**config.mk**
```make
export PLATFORM = sky130hd
export DESIGN_NAME = mem_arbiter_flat
export DESIGN_NICKNAME = d
export VERILOG_FILES = /design/src/rtl/mem_arbiter_if.sv /design/src/rtl/mem_arbiter.sv /design/src/flat_wrapper.sv
export SDC_FILE = /design/constraint.sdc
export NUM_CORES = 1
export LEC_CHECK = 0
export BUFFER_PORTS_ARGS = -buffer_cell sky130_fd_sc_hd__buf_2
export CELL_PAD_IN_SITES_DETAIL_PLACEMENT = 1
export CELL_PAD_IN_SITES_GLOBAL_PLACEMENT = 1
export CORE_MARGIN = 8
export CORE_UTILIZATION = 25
export CTS_BUF_LIST = sky130_fd_sc_hd__clkbuf_4
export CTS_CLUSTER_DIAMETER = 40
export DETAILED_ROUTE_END_ITERATION = 10
export PLACE_DENSITY = 0.54
export SYNTH_ARGS = -nofsm -noshare
export SYNTH_HDL_FRONTEND = slang
export SYNTH_SLANG_ARGS = --single-unit
```
**constraint.sdc**
```tcl
create_clock -name clk -period 1.9 [get_ports clk]
set_input_delay 0.285 -clock clk [delete_from_list [all_inputs] [get_ports clk]]
set_output_delay 0.285 -clock clk [all_outputs]
set_load 0.05 [all_outputs]
```
**src/rtl/mem_arbiter_if.sv**
```systemverilog
// mem_arbiter bus: fetch port, data port and memory pins.
// slave = arbiter side, master = pipeline/memory side.
interface mem_arbiter_if #(
  parameter int ADDR_WIDTH = 16
);
  logic                  i_req;
  logic [ADDR_WIDTH-1:0] i_addr;
  logic                  i_ack;
  logic [15:0]           i_rdata;
  logic                  d_req;
  logic                  d_wr;
  logic [ADDR_WIDTH-1:0] d_addr;
  logic [15:0]           d_wdata;
  logic                  d_ack;
  logic [15:0]           d_rdata;
  logic                  mem_enable;
  logic                  mem_wr;
  logic [ADDR_WIDTH-1:0] mem_addr;
  logic [15:0]           mem_data_in;
  logic [15:0]           mem_data_out;

  modport slave (
    input  i_req, i_addr, d_req, d_wr,
    input  d_addr, d_wdata, mem_data_out,
    output i_ack, i_rdata, d_ack, d_rdata,
    output mem_enable, mem_wr, mem_addr,
    output mem_data_in
  );

  modport master (
    output i_req, i_addr, d_req, d_wr,
    output d_addr, d_wdata, mem_data_out,
    input  i_ack, i_rdata, d_ack, d_rdata,
    input  mem_enable, mem_wr, mem_addr,
    input  mem_data_in
  );
endinterface

```
**src/rtl/mem_arbiter.sv**
```systemverilog
// Round-robin fetch/data arbiter with fixed access latency.
// Ports: clk, rst_n, bus (mem_arbiter_if.slave), busy.
module mem_arbiter #(
  parameter int ADDR_WIDTH = 16,
  parameter int LATENCY    = 4
) (
  input  logic          clk,
  input  logic          rst_n,
  mem_arbiter_if.slave  bus,
  output logic          busy
);

  typedef enum logic [1:0] {
    IDLE, WAIT, ACCESS, RESP
  } state_t;

  localparam logic [3:0] CNT_INIT =
    (LATENCY > 1) ? 4'(LATENCY - 2) : 4'd0;

  state_t state, state_nx;
  logic [3:0] cnt, cnt_nx;

  // port/last_grant: 1 = data port, 0 = fetch port
  logic port, last_grant;
  logic [ADDR_WIDTH-1:0] addr_q;
  logic wr_q;
  logic [15:0] wdata_q;
  logic [15:0] i_rdata_q, d_rdata_q;

  logic gnt, gnt_d, access;

  // on a tie the port that did not win last time goes
  always_comb begin
    gnt   = bus.i_req | bus.d_req;
    gnt_d = bus.d_req & (~bus.i_req | ~last_grant);
  end

  always_ff @(posedge clk or negedge rst_n) begin
    if (!rst_n) begin
      state <= IDLE;
      cnt   <= '0;
    end else begin
      state <= state_nx;
      cnt   <= cnt_nx;
    end
  end

  always_comb begin
    state_nx = state;
    cnt_nx   = cnt;
    unique case (state)
      IDLE: begin
        if (gnt) begin
          if (LATENCY > 1) begin
            state_nx = WAIT;
            cnt_nx   = CNT_INIT;
          end else begin
            state_nx = ACCESS;
          end
        end
      end
      WAIT: begin
        if (cnt == 4'd0) state_nx = ACCESS;
        else cnt_nx = cnt - 4'd1;
      end
      ACCESS: state_nx = RESP;
      RESP:   state_nx = IDLE;
      default: state_nx = IDLE;
    endcase
  end

  always_ff @(posedge clk or negedge rst_n) begin
    if (!rst_n) begin
      port       <= 1'b0;
      last_grant <= 1'b1;
      addr_q     <= '0;
      wr_q       <= 1'b0;
      wdata_q    <= '0;
      i_rdata_q  <= '0;
      d_rdata_q  <= '0;
    end else begin
      if (state == IDLE && gnt) begin
        port       <= gnt_d;
        last_grant <= gnt_d;
        addr_q     <= gnt_d ? bus.d_addr : bus.i_addr;
        wr_q       <= gnt_d & bus.d_wr;
        wdata_q    <= gnt_d ? bus.d_wdata : 16'h0;
      end
      if (state == ACCESS && !wr_q) begin
        if (port) d_rdata_q <= bus.mem_data_out;
        else      i_rdata_q <= bus.mem_data_out;
      end
    end
  end

  // memory pins decode straight from state so reset
  // kills an in-flight access immediately
  assign access = (state == ACCESS);

  always_comb begin
    bus.mem_enable  = access;
    bus.mem_wr      = access & wr_q;
    bus.mem_addr    = access ? {addr_q[ADDR_WIDTH-1:1], 1'b0}
                             : addr_q;
    bus.mem_data_in = wdata_q;
    bus.i_ack       = (state == RESP) & ~port;
    bus.d_ack       = (state == RESP) & port;
    bus.i_rdata     = i_rdata_q;
    bus.d_rdata     = d_rdata_q;
    busy            = (state != IDLE);
  end

endmodule

```
**src/flat_wrapper.sv**
```systemverilog
// flat-port wrapper written by rule: the top's interface ports become plain ports
module mem_arbiter_flat 
#(
  parameter int ADDR_WIDTH = 16,
  parameter int LATENCY    = 4
)
  (clk, rst_n, busy, bus_i_req, bus_i_addr, bus_d_req, bus_d_wr, bus_d_addr, bus_d_wdata, bus_mem_data_out, bus_i_ack, bus_i_rdata, bus_d_ack, bus_d_rdata, bus_mem_enable, bus_mem_wr, bus_mem_addr, bus_mem_data_in);
  mem_arbiter_if #(.ADDR_WIDTH(ADDR_WIDTH)) bus_i ();
  input  logic clk;
  input  logic rst_n;
  output logic busy;
  input wire logic [$bits(bus_i.i_req)-1:0] bus_i_req;
  input wire logic [$bits(bus_i.i_addr)-1:0] bus_i_addr;
  input wire logic [$bits(bus_i.d_req)-1:0] bus_d_req;
  input wire logic [$bits(bus_i.d_wr)-1:0] bus_d_wr;
  input wire logic [$bits(bus_i.d_addr)-1:0] bus_d_addr;
  input wire logic [$bits(bus_i.d_wdata)-1:0] bus_d_wdata;
  input wire logic [$bits(bus_i.mem_data_out)-1:0] bus_mem_data_out;
  output wire logic [$bits(bus_i.i_ack)-1:0] bus_i_ack;
  output wire logic [$bits(bus_i.i_rdata)-1:0] bus_i_rdata;
  output wire logic [$bits(bus_i.d_ack)-1:0] bus_d_ack;
  output wire logic [$bits(bus_i.d_rdata)-1:0] bus_d_rdata;
  output wire logic [$bits(bus_i.mem_enable)-1:0] bus_mem_enable;
  output wire logic [$bits(bus_i.mem_wr)-1:0] bus_mem_wr;
  output wire logic [$bits(bus_i.mem_addr)-1:0] bus_mem_addr;
  output wire logic [$bits(bus_i.mem_data_in)-1:0] bus_mem_data_in;
  assign bus_i.i_req = bus_i_req;
  assign bus_i.i_addr = bus_i_addr;
  assign bus_i.d_req = bus_d_req;
  assign bus_i.d_wr = bus_d_wr;
  assign bus_i.d_addr = bus_d_addr;
  assign bus_i.d_wdata = bus_d_wdata;
  assign bus_i.mem_data_out = bus_mem_data_out;
  assign bus_i_ack = bus_i.i_ack;
  assign bus_i_rdata = bus_i.i_rdata;
  assign bus_d_ack = bus_i.d_ack;
  assign bus_d_rdata = bus_i.d_rdata;
  assign bus_mem_enable = bus_i.mem_enable;
  assign bus_mem_wr = bus_i.mem_wr;
  assign bus_mem_addr = bus_i.mem_addr;
  assign bus_mem_data_in = bus_i.mem_data_in;
  mem_arbiter #(.ADDR_WIDTH(ADDR_WIDTH), .LATENCY(LATENCY)) u_core (.clk(clk), .rst_n(rst_n), .bus(bus_i), .busy(busy));
endmodule
```
==> summary.txt <==
Finish
  – Layout cells sized above 1: 0.5407
  – Final Net Count: 451
  – Design area: 4243 um^2
  – Post-Layout Cell Count: 554
  – Area delta synth->final: 33.50%
  – Most frequent cells in the layout: buf_2 (131), dfrtp_1 (72), mux2_2 (33), nand2_1 (18), o21ai_0 (18)
  – Commonest non-fill, non-tap cell in the layout: buf_2

Routing
  – Vias/cell: ~4.3
  – Post-route ant nets: 0
  – Via count: 2360
  – Uppermost routed layer: met4
  – DRC violations left: 0
  – Final WL: around 9 mm
  – Drt first pass iters: 4
  – Avg WL per Cell: 16.19 um
  – M1 WL: 3.973 mm
  – DR WL met3: 872 um
  – Drt first-iter violations: 60
  – Met2 Wirelength: 4.033 mm

Clock tree
  – Clk buf depth: 2
  – CTS sink count: 73
  – Clock latency on the worst-skew pair: 0.41 ns
  – Clk pin slew, worst setup/hold paths: around 0.12 ns
  – CTS tree: done
  – H-tree depth: 3
  – CTS Root Cell: clkbuf_4
  – Cts bufs inserted: 9

Placement
  – Final HPWL DP: 6.749 mm
  – Placed cells: 536
  – GP Congestion: 0.7423
  – Buffers on Ports: 137
  – Cell Area, Placed: around 4000 um^2
  – Dpl ws: 0.02418 ns

Hold path
  – Hold Path Class: input pin to register
  – WHS Path Cells: 2

Outcome
  – Status: finished clean

Yosys
  – Main synth FF type: dfrtp_1
  – FF+latch count, synth: 73
  – Mapped Cells: 246
  – Seq/Total Area, Yosys: 0.5752
  – Post-synth top area share: 0.5669
  – Synth area leaders: dfrtp_1 (57%), mux2_2 (12%), mux2i_1 (5.0%), a22o_1 (4.7%), buf_4 (4.3%)
  – Synth warnings: 0
  – Synthesized area: about 3200 um^2
  – Syn_nets: 320
  – Area leader, netlist: dfrtp_1
  – EDFF count, synth: 0
  – Async set or reset register ratio after synthesis: 1.000
  – Synth unique cells: 37
  – Avg Inst Size Synth: 12.92 um^2

Floorplan
  – I/O Pins: 138
  – Core Rows: roughly 40
  – Width of the chip: ~130 um
  – CORE AREA: between 10000 and 15000 um^2
  – Die Ht: roughly 130 um
  – DIE AREA: 16580 um^2
  – Initial Utilization: 0.2539

Timing
  – Relative slew slack: 0.2007
  – Tmin final: 1.774 ns
  – Fmax achieved: approximately 560 MHz
  – RSZ-0062 raised after global routing: no
  – Max-slew violations: 0
  – Final setup margin: ~0.13 ns
  – Crit share post-route: 0.9339
  – Final Setup Violations: 0
  – Worst Clk Skew: 0.01005 ns
  – Final Hold Viols: 0
  – Worst-margin pin slew: 1.194 ns
  – Setup TNS: 0 ns

Setup path
  – Cell count of the worst reg-to-reg path: 5
  – Setup Crit Path Kind: register to output port
  – Critical path data arrival time: roughly 1.5 ns
  – Crit start category: register
  – Req. time, crit path: around 1.6 ns
  – CP endpoint kind: output port
  – Crit-path max FO: 3

Global routing
  – Pin count of the biggest net entering global routing: between 50 and 60
  – First-pass GRT wire length: 14.38 mm
  – GRT overflow: 0
  – Vias in the first global route: 2633
  – Total GRT Usage: 0.1126
  – Initial antenna violation count: 1

Run
  – Max Cap Violations: 0
layer usage:
metal,track usage,vias to the layer above
li1,-,1118
met1,0.1396,1145
met2,0.1712,90
met3,0.04717,7
met4,0.04147,0
met5,0,-
state kept, by name, indices dropped and copies added, names as in the netlist:
name and cells:
u_core.addr_q 16, u_core.bus.d_rdata 16, u_core.bus.i_rdata 16, u_core.bus.mem_data_in 16
u_core.cnt 4, u_core.last_grant 1, u_core.port 1, u_core.state 2
u_core.wr_q 1
path summary, 6_finish.rpt:
| kind | endpoint | start | slack (ns) |
|---|---|---|---|
| worst min register to register | u_core.addr_q[3]$_DFFE_PN0P_ | u_core.addr_q[3]$_DFFE_PN0P_ | 0.49 |
| worst max-delay path | bus_d_ack | u_core.state[1]$_DFFE_PN0P_ | 0.13 |
| max in group asynchronous | u_core.last_grant$_DFFE_PN1P_ | rst_n | 0.98 |
| min in group asynchronous | u_core.bus.d_rdata[11]$_DFFE_PN0P_ | rst_n | 0.34 |
| worst max register to register | u_core.state[1]$_DFFE_PN0P_ | u_core.cnt[0]$_DFFE_PN0P_ | 0.13 |
| worst min-delay path | u_core.bus.mem_data_in[7]$_DFFE_PN0P_ | bus_d_wdata[7] | 0.08 |
final cells by class:
cell class	count	area, um^2
Antenna cell	1	2.502
Clock buffer	10	75.07
Clock inverter	5	105.1
Fill cell	1441	8274
Inverter	7	26.28
Multi-Input combinational cell	139	1172
Sequential cell	73	1828
Tap cell	172	215.2
Timing Repair Buffer	147	818.3
what timing repair did:
item	CTS	global route
pin swaps	0	0
hold buffers	1	0
setup buffers	1	0
gates resized for setup	4	11
setup endpoints to repair	3	9
hold endpoints to repair	30	0
cells in the mapped netlist (2+ instances only):
cell type,instances
clkbuf_1,5
a21o_1,2
a22o_1,17
and2_1,4
dfrtp_1,72
o22ai_1,2
buf_4,18
inv_1,7
nor2_1,3
mux2_2,33
ha_1,5
mux2i_1,16
buf_6,2
nor3b_1,2
nand2_1,18
nor2b_1,2
o21ai_0,18
cells by family (layout without fill, tap and decap cells):
family | after synthesis | in the layout | synth area share
other cells | 0 | 1 | 0
compound gates | 47 | 47 | 0.1035
buf+inv | 34 | 169 | 0.06693
flops | 73 | 73 | 0.5752
simple gates | 38 | 38 | 0.06732
fa+ha+maj | 5 | 5 | 0.01969
mux | 49 | 49 | 0.1673
worst max-delay path, stage by stage, from the launching register on:
cell and delay (ns):
dfrtp_1 0.42, buf_4 0.16, ha_1 0.18, and2_1 0.13, buf_4 0.18
through the flow:
step | util | hold slack, ns
2_1_floorplan | - | -0.01059
3_3_place_gp | 0.3202 | 0.2598
3_5_place_dp | 0.3202 | 0.2706
4_1_cts | 0.3369 | 0.02522
5_1_grt | 0.3390 | 0.02846
6_report | 0.3390 | 0.07620
Power is left out: the tool's default activity adds up to more than one toggle a clock period on the data nets, which glitch-free logic cannot reach.
